`config.mk`:
```
export PLATFORM = sky130hd
export DESIGN_NAME = spi_esclavo_flat
export DESIGN_NICKNAME = d
export VERILOG_FILES = /design/src/rtl/spi_esclavo_if.sv /design/src/rtl/spi_esclavo.sv /design/src/flat_wrapper.sv
export SDC_FILE = /design/constraint.sdc
export NUM_CORES = 1
export LEC_CHECK = 0
export ABC_CLOCK_PERIOD_IN_PS = 1800
export CAP_MARGIN = 20
export CORE_MARGIN = 3
export CORE_UTILIZATION = 30
export CTS_CLUSTER_SIZE = 10
export DETAILED_ROUTE_END_ITERATION = 12
export GPL_TIMING_DRIVEN = 0
export HOLD_SLACK_MARGIN = 0.08
export SYNTH_ARGS = -nofsm -noshare
export SYNTH_HDL_FRONTEND = slang
export SYNTH_SLANG_ARGS = --single-unit
```
`constraint.sdc`:
```
create_clock -name spi_clk_i -period 1.8 [get_ports spi_clk_i]
set_clock_uncertainty 0.1 [all_clocks]
set_input_delay 0.45 -clock spi_clk_i [delete_from_list [all_inputs] [get_ports spi_clk_i]]
set_output_delay 0.45 -clock spi_clk_i [all_outputs]
set_load 0.01 [all_outputs]
```
`src/rtl/spi_esclavo_if.sv`:
```
// Word-level handshake between spi_esclavo and its local user: tx load strobe,
// rx delivery strobe, status and error flags.
interface spi_esclavo_if #(
   parameter int DATA_WIDTH = 8
) ();
   logic [DATA_WIDTH-1:0] tx_data_i;
   logic                  tx_valid_i;
   logic                  tx_ready_o;
   logic [DATA_WIDTH-1:0] rx_data_o;
   logic                  rx_valid_o;
   logic                  busy_o;
   logic [1:0]            err_o;
   logic                  err_clr_i;

   modport slave (
      input  tx_data_i, tx_valid_i, err_clr_i,
      output tx_ready_o, rx_data_o, rx_valid_o, busy_o, err_o
   );

   modport master (
      output tx_data_i, tx_valid_i, err_clr_i,
      input  tx_ready_o, rx_data_o, rx_valid_o, busy_o, err_o
   );
endinterface

```
`src/rtl/spi_esclavo.sv`:
```
// Mode-0 SPI slave; SCK/SS/MOSI are oversampled on spi_clk_i, nothing runs on SCK.
// Define SPI_ESCLAVO_ERRFLAG_EN to build the sticky underrun/abort flags on err_o.
module spi_esclavo #(
   parameter int DATA_WIDTH = 8
) (
   input  logic         spi_clk_i,
   input  logic         spi_rst_i,
   input  logic         SCK_SPI,
   input  logic         SS,
   input  logic         MOSI,
   output logic         MISO,
   output logic         miso_oe_o,
   input  logic         spi_fbo_i,
   spi_esclavo_if.slave bus
);
   localparam int CW = $clog2(DATA_WIDTH);

   typedef enum logic [1:0] {IDLE, LOAD, SHIFT} state_t;

   state_t                state_q, state_d;
   logic [2:0]            sck_q, ss_q;
   logic [1:0]            mosi_q;
   logic                  sck_rise, sck_fall, ss_rise, ss_fall, mosi_s;
   logic                  fbo_q, fbo_d;
   logic                  miso_q, miso_d;
   logic                  oe_q, oe_d;
   logic                  busy_q, busy_d;
   logic                  reload_q, reload_d;
   logic                  rx_valid_q, rx_valid_d;
   logic [DATA_WIDTH-1:0] tx_shift_q, tx_shift_d;
   logic [DATA_WIDTH-1:0] rx_shift_q, rx_shift_d;
   logic [DATA_WIDTH-1:0] rx_data_q, rx_data_d;
   logic [DATA_WIDTH-1:0] tx_word;
   logic [CW-1:0]         bit_cnt_q, bit_cnt_d;
   logic                  underrun, abort;

   // SS sync resets low so a select held across reset does not start a frame.
   always_ff @(posedge spi_clk_i or negedge spi_rst_i) begin
      if (!spi_rst_i) begin
         sck_q  <= '0;
         ss_q   <= '0;
         mosi_q <= '0;
      end else begin
         sck_q  <= {sck_q[1:0], SCK_SPI};
         ss_q   <= {ss_q[1:0], SS};
         mosi_q <= {mosi_q[0], MOSI};
      end
   end

   assign sck_rise = sck_q[1] & ~sck_q[2];
   assign sck_fall = ~sck_q[1] & sck_q[2];
   assign ss_rise  = ss_q[1] & ~ss_q[2];
   assign ss_fall  = ~ss_q[1] & ss_q[2];
   assign mosi_s   = mosi_q[1];

   always_comb begin
      state_d    = state_q;
      fbo_d      = fbo_q;
      miso_d     = miso_q;
      oe_d       = oe_q;
      busy_d     = busy_q;
      reload_d   = reload_q;
      tx_shift_d = tx_shift_q;
      rx_shift_d = rx_shift_q;
      rx_data_d  = rx_data_q;
      rx_valid_d = 1'b0;
      bit_cnt_d  = bit_cnt_q;
      underrun   = 1'b0;
      abort      = 1'b0;
      tx_word    = bus.tx_valid_i ? bus.tx_data_i : '1;
      unique case (state_q)
         IDLE: begin
            miso_d    = 1'b0;
            oe_d      = 1'b0;
            busy_d    = 1'b0;
            reload_d  = 1'b0;
            bit_cnt_d = '0;
            if (ss_fall) begin
               fbo_d   = spi_fbo_i;
               state_d = LOAD;
            end
         end
         LOAD: begin
            underrun   = ~bus.tx_valid_i;
            tx_shift_d = tx_word;
            miso_d     = fbo_q ? tx_word[DATA_WIDTH-1] : tx_word[0];
            bit_cnt_d  = '0;
            reload_d   = 1'b0;
            oe_d       = 1'b1;
            busy_d     = 1'b1;
            state_d    = SHIFT;
            if (ss_rise) begin
               miso_d  = 1'b0;
               oe_d    = 1'b0;
               busy_d  = 1'b0;
               state_d = IDLE;
            end
         end
         SHIFT: begin
            if (sck_rise) begin
               rx_shift_d = fbo_q ? {rx_shift_q[DATA_WIDTH-2:0], mosi_s}
                                  : {mosi_s, rx_shift_q[DATA_WIDTH-1:1]};
               if (bit_cnt_q == CW'(DATA_WIDTH-1)) begin
                  rx_data_d  = rx_shift_d;
                  rx_valid_d = 1'b1;
                  bit_cnt_d  = '0;
                  reload_d   = 1'b1;
               end else begin
                  bit_cnt_d = bit_cnt_q + 1'b1;
               end
            end else if (sck_fall) begin
               if (reload_q) begin
                  reload_d = 1'b0;
                  state_d  = LOAD;
               end else begin
                  tx_shift_d = fbo_q ? (tx_shift_q << 1) : (tx_shift_q >> 1);
                  miso_d     = fbo_q ? tx_shift_q[DATA_WIDTH-2] : tx_shift_q[1];
               end
            end
            // Deselect wins over a pending reload; a word completing this cycle still counts.
            if (ss_rise) begin
               abort    = (bit_cnt_d != '0);
               miso_d   = 1'b0;
               oe_d     = 1'b0;
               busy_d   = 1'b0;
               reload_d = 1'b0;
               state_d  = IDLE;
            end
         end
         default: state_d = IDLE;
      endcase
   end

   always_ff @(posedge spi_clk_i or negedge spi_rst_i) begin
      if (!spi_rst_i) begin
         state_q    <= IDLE;
         fbo_q      <= 1'b1;
         miso_q     <= 1'b0;
         oe_q       <= 1'b0;
         busy_q     <= 1'b0;
         reload_q   <= 1'b0;
         rx_valid_q <= 1'b0;
         tx_shift_q <= '0;
         rx_shift_q <= '0;
         rx_data_q  <= '0;
         bit_cnt_q  <= '0;
      end else begin
         state_q    <= state_d;
         fbo_q      <= fbo_d;
         miso_q     <= miso_d;
         oe_q       <= oe_d;
         busy_q     <= busy_d;
         reload_q   <= reload_d;
         rx_valid_q <= rx_valid_d;
         tx_shift_q <= tx_shift_d;
         rx_shift_q <= rx_shift_d;
         rx_data_q  <= rx_data_d;
         bit_cnt_q  <= bit_cnt_d;
      end
   end

`ifdef SPI_ESCLAVO_ERRFLAG_EN
   logic [1:0] err_q, err_d;

   // Clear first so a same-cycle set survives.
   always_comb begin
      err_d = bus.err_clr_i ? 2'b00 : err_q;
      if (underrun) err_d[0] = 1'b1;
      if (abort)    err_d[1] = 1'b1;
   end

   always_ff @(posedge spi_clk_i or negedge spi_rst_i) begin
      if (!spi_rst_i) err_q <= 2'b00;
      else            err_q <= err_d;
   end

   assign bus.err_o = err_q;
`else
   logic unused_err;
   assign unused_err = bus.err_clr_i ^ underrun ^ abort;
   assign bus.err_o  = 2'b00;
`endif

   assign MISO           = miso_q;
   assign miso_oe_o      = oe_q;
   assign bus.tx_ready_o = (state_q == LOAD);
   assign bus.rx_data_o  = rx_data_q;
   assign bus.rx_valid_o = rx_valid_q;
   assign bus.busy_o     = busy_q;
endmodule

```
`src/flat_wrapper.sv`:
```
// flat-port wrapper written by rule: the top's interface ports become plain ports
module spi_esclavo_flat 
#(
   parameter int DATA_WIDTH = 8
)
  (spi_clk_i, spi_rst_i, SCK_SPI, SS, MOSI, MISO, miso_oe_o, spi_fbo_i, bus_tx_data_i, bus_tx_valid_i, bus_err_clr_i, bus_tx_ready_o, bus_rx_data_o, bus_rx_valid_o, bus_busy_o, bus_err_o);
  spi_esclavo_if #(.DATA_WIDTH(DATA_WIDTH)) bus_i ();
  input  logic spi_clk_i;
  input  logic spi_rst_i;
  input  logic SCK_SPI;
  input  logic SS;
  input  logic MOSI;
  output logic MISO;
  output logic miso_oe_o;
  input  logic spi_fbo_i;
  input wire logic [$bits(bus_i.tx_data_i)-1:0] bus_tx_data_i;
  input wire logic [$bits(bus_i.tx_valid_i)-1:0] bus_tx_valid_i;
  input wire logic [$bits(bus_i.err_clr_i)-1:0] bus_err_clr_i;
  output wire logic [$bits(bus_i.tx_ready_o)-1:0] bus_tx_ready_o;
  output wire logic [$bits(bus_i.rx_data_o)-1:0] bus_rx_data_o;
  output wire logic [$bits(bus_i.rx_valid_o)-1:0] bus_rx_valid_o;
  output wire logic [$bits(bus_i.busy_o)-1:0] bus_busy_o;
  output wire logic [$bits(bus_i.err_o)-1:0] bus_err_o;
  assign bus_i.tx_data_i = bus_tx_data_i;
  assign bus_i.tx_valid_i = bus_tx_valid_i;
  assign bus_i.err_clr_i = bus_err_clr_i;
  assign bus_tx_ready_o = bus_i.tx_ready_o;
  assign bus_rx_data_o = bus_i.rx_data_o;
  assign bus_rx_valid_o = bus_i.rx_valid_o;
  assign bus_busy_o = bus_i.busy_o;
  assign bus_err_o = bus_i.err_o;
  spi_esclavo #(.DATA_WIDTH(DATA_WIDTH)) u_core (.spi_clk_i(spi_clk_i), .spi_rst_i(spi_rst_i), .SCK_SPI(SCK_SPI), .SS(SS), .MOSI(MOSI), .MISO(MISO), .miso_oe_o(miso_oe_o), .spi_fbo_i(spi_fbo_i), .bus(bus_i));
endmodule
```
# Word level (Yosys, flattened, before mapping)
# Cells that the tools add are included.
# classes
add_sub_neg	1
eq_ne	15
mux	36
bitwise	8
n_reduce_logical	14
# op_table
op	count
2-to-1 mux 8 bit	6
2-to-1 mux 1 bit	16
one-hot mux 8 bit (2 select lines)	1
2-to-1 mux 2 bit	6
AND reduction 4 bit	3
inequality test 2 x 1 -> 1 bit (second input constant)	4
AND reduction 2 bit	4
2-to-1 mux 3 bit	2
inequality test 3 x 1 -> 1 bit (second input constant)	2
one-hot mux 1 bit (3 select lines)	2
one-hot mux 2 bit (3 select lines)	1
one-hot mux 3 bit (2 select lines)	1
AND reduction 3 bit	2
AND 1 bit	4
inequality test 2 bit (second input constant)	2
inequality test 4 x 1 -> 1 bit (second input constant)	1
inequality test 4 bit (second input constant)	1
NOT 1 bit	4
nonzero test 2 bit	2
adder 3 x 1 -> 3 bit (second input constant)	1
equality test 3 bit (second input constant)	1
inequality test 3 x 2 -> 1 bit (second input constant)	1
inequality test 3 bit (second input constant)	1
nonzero test 3 bit	1
other kinds (5)	5
# word_totals
ff_bits	42
in_bits	16
out_inout_bits	15
wordCells	87

# Depth between registers and ports, before layout
# logic_depth
word_depth	6
depth_mapped	8
ltp_nobuf	6

# Worst setup path before layout
# Ideal clock, no wire load.
# synth_path
kind	register -> register
startpoint	reg u_core.sck_q[1]
endpoint	reg u_core.state_q[0]
setup_time_ns	0.125
t_arrival_ns	1.350
t_required_ns	1.575
setup_slack_ns	0.225
path_stages_with_launch	5
path_buffers	0
synth_period_minus_slack_ns	1.575
path_cell_list	dfrtp_1 ha_1 nand3b_4 a32oi_4 mux2_4
# synth_via
elab_chain_len	4
word_cells_on_any_way	6
classes_between	2 x eq/ne; 3 x bitwise; 1 x reduce/logical
# synth_lines
item	line_no	source
start: declaration	spi_esclavo.sv:21	logic [2:0] sck_q, ss_q;
start signal: assignment	spi_esclavo.sv:44	sck_q <= {sck_q[1:0], SCK_SPI};
NOT 1 bit	spi_esclavo.sv:51	assign sck_fall = ~sck_q[1] & sck_q[2];
AND 1 bit	spi_esclavo.sv:51	
inequality test 3 x 1 -> 1 bit (no line)	--	
AND reduction 4 bit (no line) (*)	--	
end signal: assignment	spi_esclavo.sv:148	state_q <= state_d;
end: declaration	spi_esclavo.sv:20	state_t state_q, state_d;
# Mark *: on every way between the ends. The rest lies on a longest branch, timed or not.
# A chain may end at the register's enable or synchronous reset.

# Worst setup path in the final report
# layout_path
startpoint	reg u_core.rx_data_q[5] (netlist: u_core.bus.rx_data_o[5])
endpoint	out bus_rx_data_o[5]
# layout_rtl
item	line_no	source
start: declaration	spi_esclavo.sv:32	logic [DATA_WIDTH-1:0] rx_data_q, rx_data_d;
start signal: assignment	spi_esclavo.sv:157	rx_data_q <= rx_data_d;
end: declaration	flat_wrapper.sv:20	output wire logic [$bits(bus_i.rx_data_o)-1:0] bus_rx_data_o;
# No word-level cell between the ends.

==> metrics.csv <==
stage,metric,value,unit
routing,DRT Pass-1 Iters,4,
floorplanning,num rows,29,
logic_synthesis,fraction of registers with async set/reset,100,%
timing,final hold vios,0,
status,status,"finished, final reports clean",
cells_and_area,Reg area,1050,um^2
routing,WL met1,1980,um
routing,Post-route DRC,0,
logic_synthesis,"Warnings, synthesis",0,
timing,Sum Neg Setup Slack,0,ns
worst_setup_path,"delay-heaviest family, CP",buffers and inverters,
clocking,TritonCTS clock tree,built,
worst_setup_path,CP Class,reg -> out,
placement,HPWL Detailed,2920,um
global_routing,Overflow after GRT,0,
clocking,htree depth,2,
placement,DP Worst Slack,0.0149,ns
routing,vias per std cell,4.47,
logic_synthesis,Post-synth EDFFs,0,
power_and_ir_drop,Peak supply drop,0.000663,V
worst_setup_path,buffers and inverters on the worst path,1,
cells_and_area,Nets,271,
worst_setup_path,slowest cell on the critical path,clkdlybuf4s50_1,
worst_setup_path,Critical Path AT,1.19,ns
cells_and_area,final core utilization,40.6,%
routing,WL met3,137,um
hold_path,Hold Startpoint,u_core.sck_q[0]$_DFF_PN0_,
floorplanning,die height,89.7,um
worst_setup_path,CP Max Fanout,2,
power_and_ir_drop,sequential share of power,37.8,%
floorplanning,die area,8050,um^2
timing,"Period Utilization, post-route",96.8,%
logic_synthesis,"Cell Area, Synth",2100,um^2
power_and_ir_drop,sw power,1.40,mW
global_routing,vias in the first global route,1615,
run,Max-Cap Viols,0,
logic_synthesis,Mapped Avg Cell Area,10.3,um^2
floorplanning,Die Span X,89.7,um
logic_synthesis,"Distinct cells, synth",37,
routing,routed wire length,4000,um
placement,gpl congestion,0.815,
worst_setup_path,crit path cell chain,clkdlybuf4s50_1,
power_and_ir_drop,static leakage power,1.29,nW
cells_and_area,layout cells sized above 1,16.7,%
cells_and_area,fill count,639,
global_routing,antenna violations before repair,0,
power_and_ir_drop,Int Power,2.30,mW
power_and_ir_drop,post-layout power,3.70,mW
logic_synthesis,sequential-to-total area share from yosys stat,50.1,%
hold_path,hold crit path type,reg -> reg,
worst_setup_path,Startpoint Class,flop,
clocking,CTS Buf Count,5,
cells_and_area,"commonest non-fill, non-tap cells in the layout","41 x dfrtp_1, 30 x nand2_1, 23 x o21ai_0",
cells_and_area,"commonest non-fill, non-tap cell in the layout",dfrtp_1,
power_and_ir_drop,clock power share,17.1,%
routing,"antenna viol nets, final",0,
clocking,clk root buf,clkbuf_8,
clocking,clk slew on worst S/H paths,0.09,ns
timing,Max Slew Vio Count,0,
clocking,worst-case clock buffer depth,2,
worst_setup_path,reg2reg start,u_core.state_q[1]$_DFFE_PN0P_,
timing,FMAX,574,MHz
routing,uppermost routed layer,met4,
floorplanning,initial core utilization,32.0,%
power_and_ir_drop,pwr/cell area,1390,nW/um^2
global_routing,global-route wire length before repair,7440,um
routing,per-cell routed wire length,11.8,um
floorplanning,Std-Cell Core Area,6570,um^2
global_routing,GRT Total Usage,11.1,%
worst_setup_path,crit path from,u_core.bus.rx_data_o[5]$_DFFE_PN0P_,
worst_setup_path,Setup crit end kind,primary output,
cells_and_area,P&R area growth vs syn,26.8,%
timing,final worst path period need,1.74,ns
logic_synthesis,Seq cells post-synth,42,
clocking,CTS sink cnt,42,
clocking,"Clk Latency, worst-skew pair",0.30,ns
logic_synthesis,Synth Flop Type,dfrtp_1,
cells_and_area,antenna cells,0,
worst_setup_path,slowest cell delay on critical path,0.54,ns
routing,via count,1516,
floorplanning,I/O pin cnt,31,
logic_synthesis,Post-Syn Instances,204,
routing,DR iter-0 viols,98,
power_and_ir_drop,Sw Ratio,37.8,%
global_routing,largest net degree at the start of global routing,27,
cells_and_area,area occupied by multi-input gates,931,um^2
worst_setup_path,Critical Path RT,1.25,ns
timing,Worst Slack Setup Final,0.0584,ns
power_and_ir_drop,Logic pwr share,45.1,%
routing,met2 wire length,1810,um
timing,Final Setup Violations,0,
placement,Port Buf Inserts,27,
[state kept, by name (all words and copies together), names as in the netlist, 2 cells and up]
name	count
u_core.state_q	2
u_core.mosi_q	2
u_core.sck_q	3
u_core.ss_q	3
u_core.bus.rx_data_o	8
u_core.tx_shift_q	8
u_core.bit_cnt_q	3
u_core.rx_shift_q	8
[power groups by stage]
stage | clock network (mW) | registers [mW] | logic, mW
2_1_floorplan | 0 | 1.39 | 1.18
3_3_place_gp | 0 | 1.42 | 1.53
3_5_place_dp | 0 | 1.43 | 1.56
4_1_cts | 0.659 | 1.40 | 1.59
5_1_grt | 0.694 | 1.44 | 1.90
6_report | 0.632 | 1.40 | 1.67
[cells by family after synthesis]
group	Yosys count	share of synthesized area, %
fa+ha+maj	10	5.95
compound gates	52	15.1
mux	19	9.34
other cells	1	0.178
simple gates	57	12.9
buf+inv	23	6.49
flops	42	50.1
[cell usage after synthesis (4+ instances only)]
library cell	instances	area, um^2
dfrtp_1	41	1030
mux2i_1	17	170
ha_1	10	125
o21ai_0	24	120
inv_1	9	33.8
nand2b_1	5	31.3
nand2_1	30	113
a21oi_1	11	55.1
buf_2	4	20.0
nor2_1	11	41.3
buf_4	6	45.0
[final timing paths]
kind                       depth (start not counted)  slack [ns]                                   to
max in group asynchronous                          3        0.55             u_core.fbo_q$_DFFE_PN1P_
min                                                0        0.25            u_core.sck_q[1]$_DFF_PN0_
max                                                1        0.06                     bus_rx_data_o[5]
max reg2reg                                        8        0.08     u_core.rx_shift_q[7]$_DFFE_PN0P_
min reg2reg                                        0        0.25            u_core.sck_q[1]$_DFF_PN0_
min in group asynchronous                          2        0.50  u_core.bus.rx_data_o[3]$_DFFE_PN0P_
[metrics by stage]
stage                     instances  hold WS, ns  instance area, um^2
after floorplan                 205       0.0544                 2110
final                           339        0.252                 2670
after global placement          325        0.233                 2490
after CTS                       337        0.257                 2630
after global routing            339        0.267                 2670
after detailed placement        326        0.237                 2510
[per-layer routing]
metal,GRT usage (%),vias up
li1,-,777
met1,14.5,711
met2,17.6,24
met3,2.17,4
met4,5.36,0
met5,0,-
[area by class of cell]
type / instances / share of cell area [%]
plain buffers: 14 / 4.23
clock buffers: 5 / 2.58
clock inverters: 3 / 0.939
inverters: 9 / 1.27
multi-input cells: 140 / 34.9
flip-flops and latches: 42 / 39.5
well taps: 93 / 4.37
repair buffers: 33 / 12.2
[worst register-to-register path, delay by kind of cell (launching register included)]
kind | cells | cell delay (ns)
adders and majority gates | 1 | 0.18
DFF | 1 | 0.39
AOI/OAI and AO/OA | 1 | 0.05
and+or+nand+nor | 2 | 0.24
buffers and inverters | 4 | 0.67
[repair_timing]
item | CTS | global route
gates resized for setup | 5 | 14
endpoints found under the setup margin | 6 | 28
hold buffers | 1 | 0
hold endpoints to repair | 16 | 0
pin swaps | 0 | 1
buffers inserted | 2 | 2
cloned | 0 | 0
Note: power is estimated with default switching activity, not from simulation.
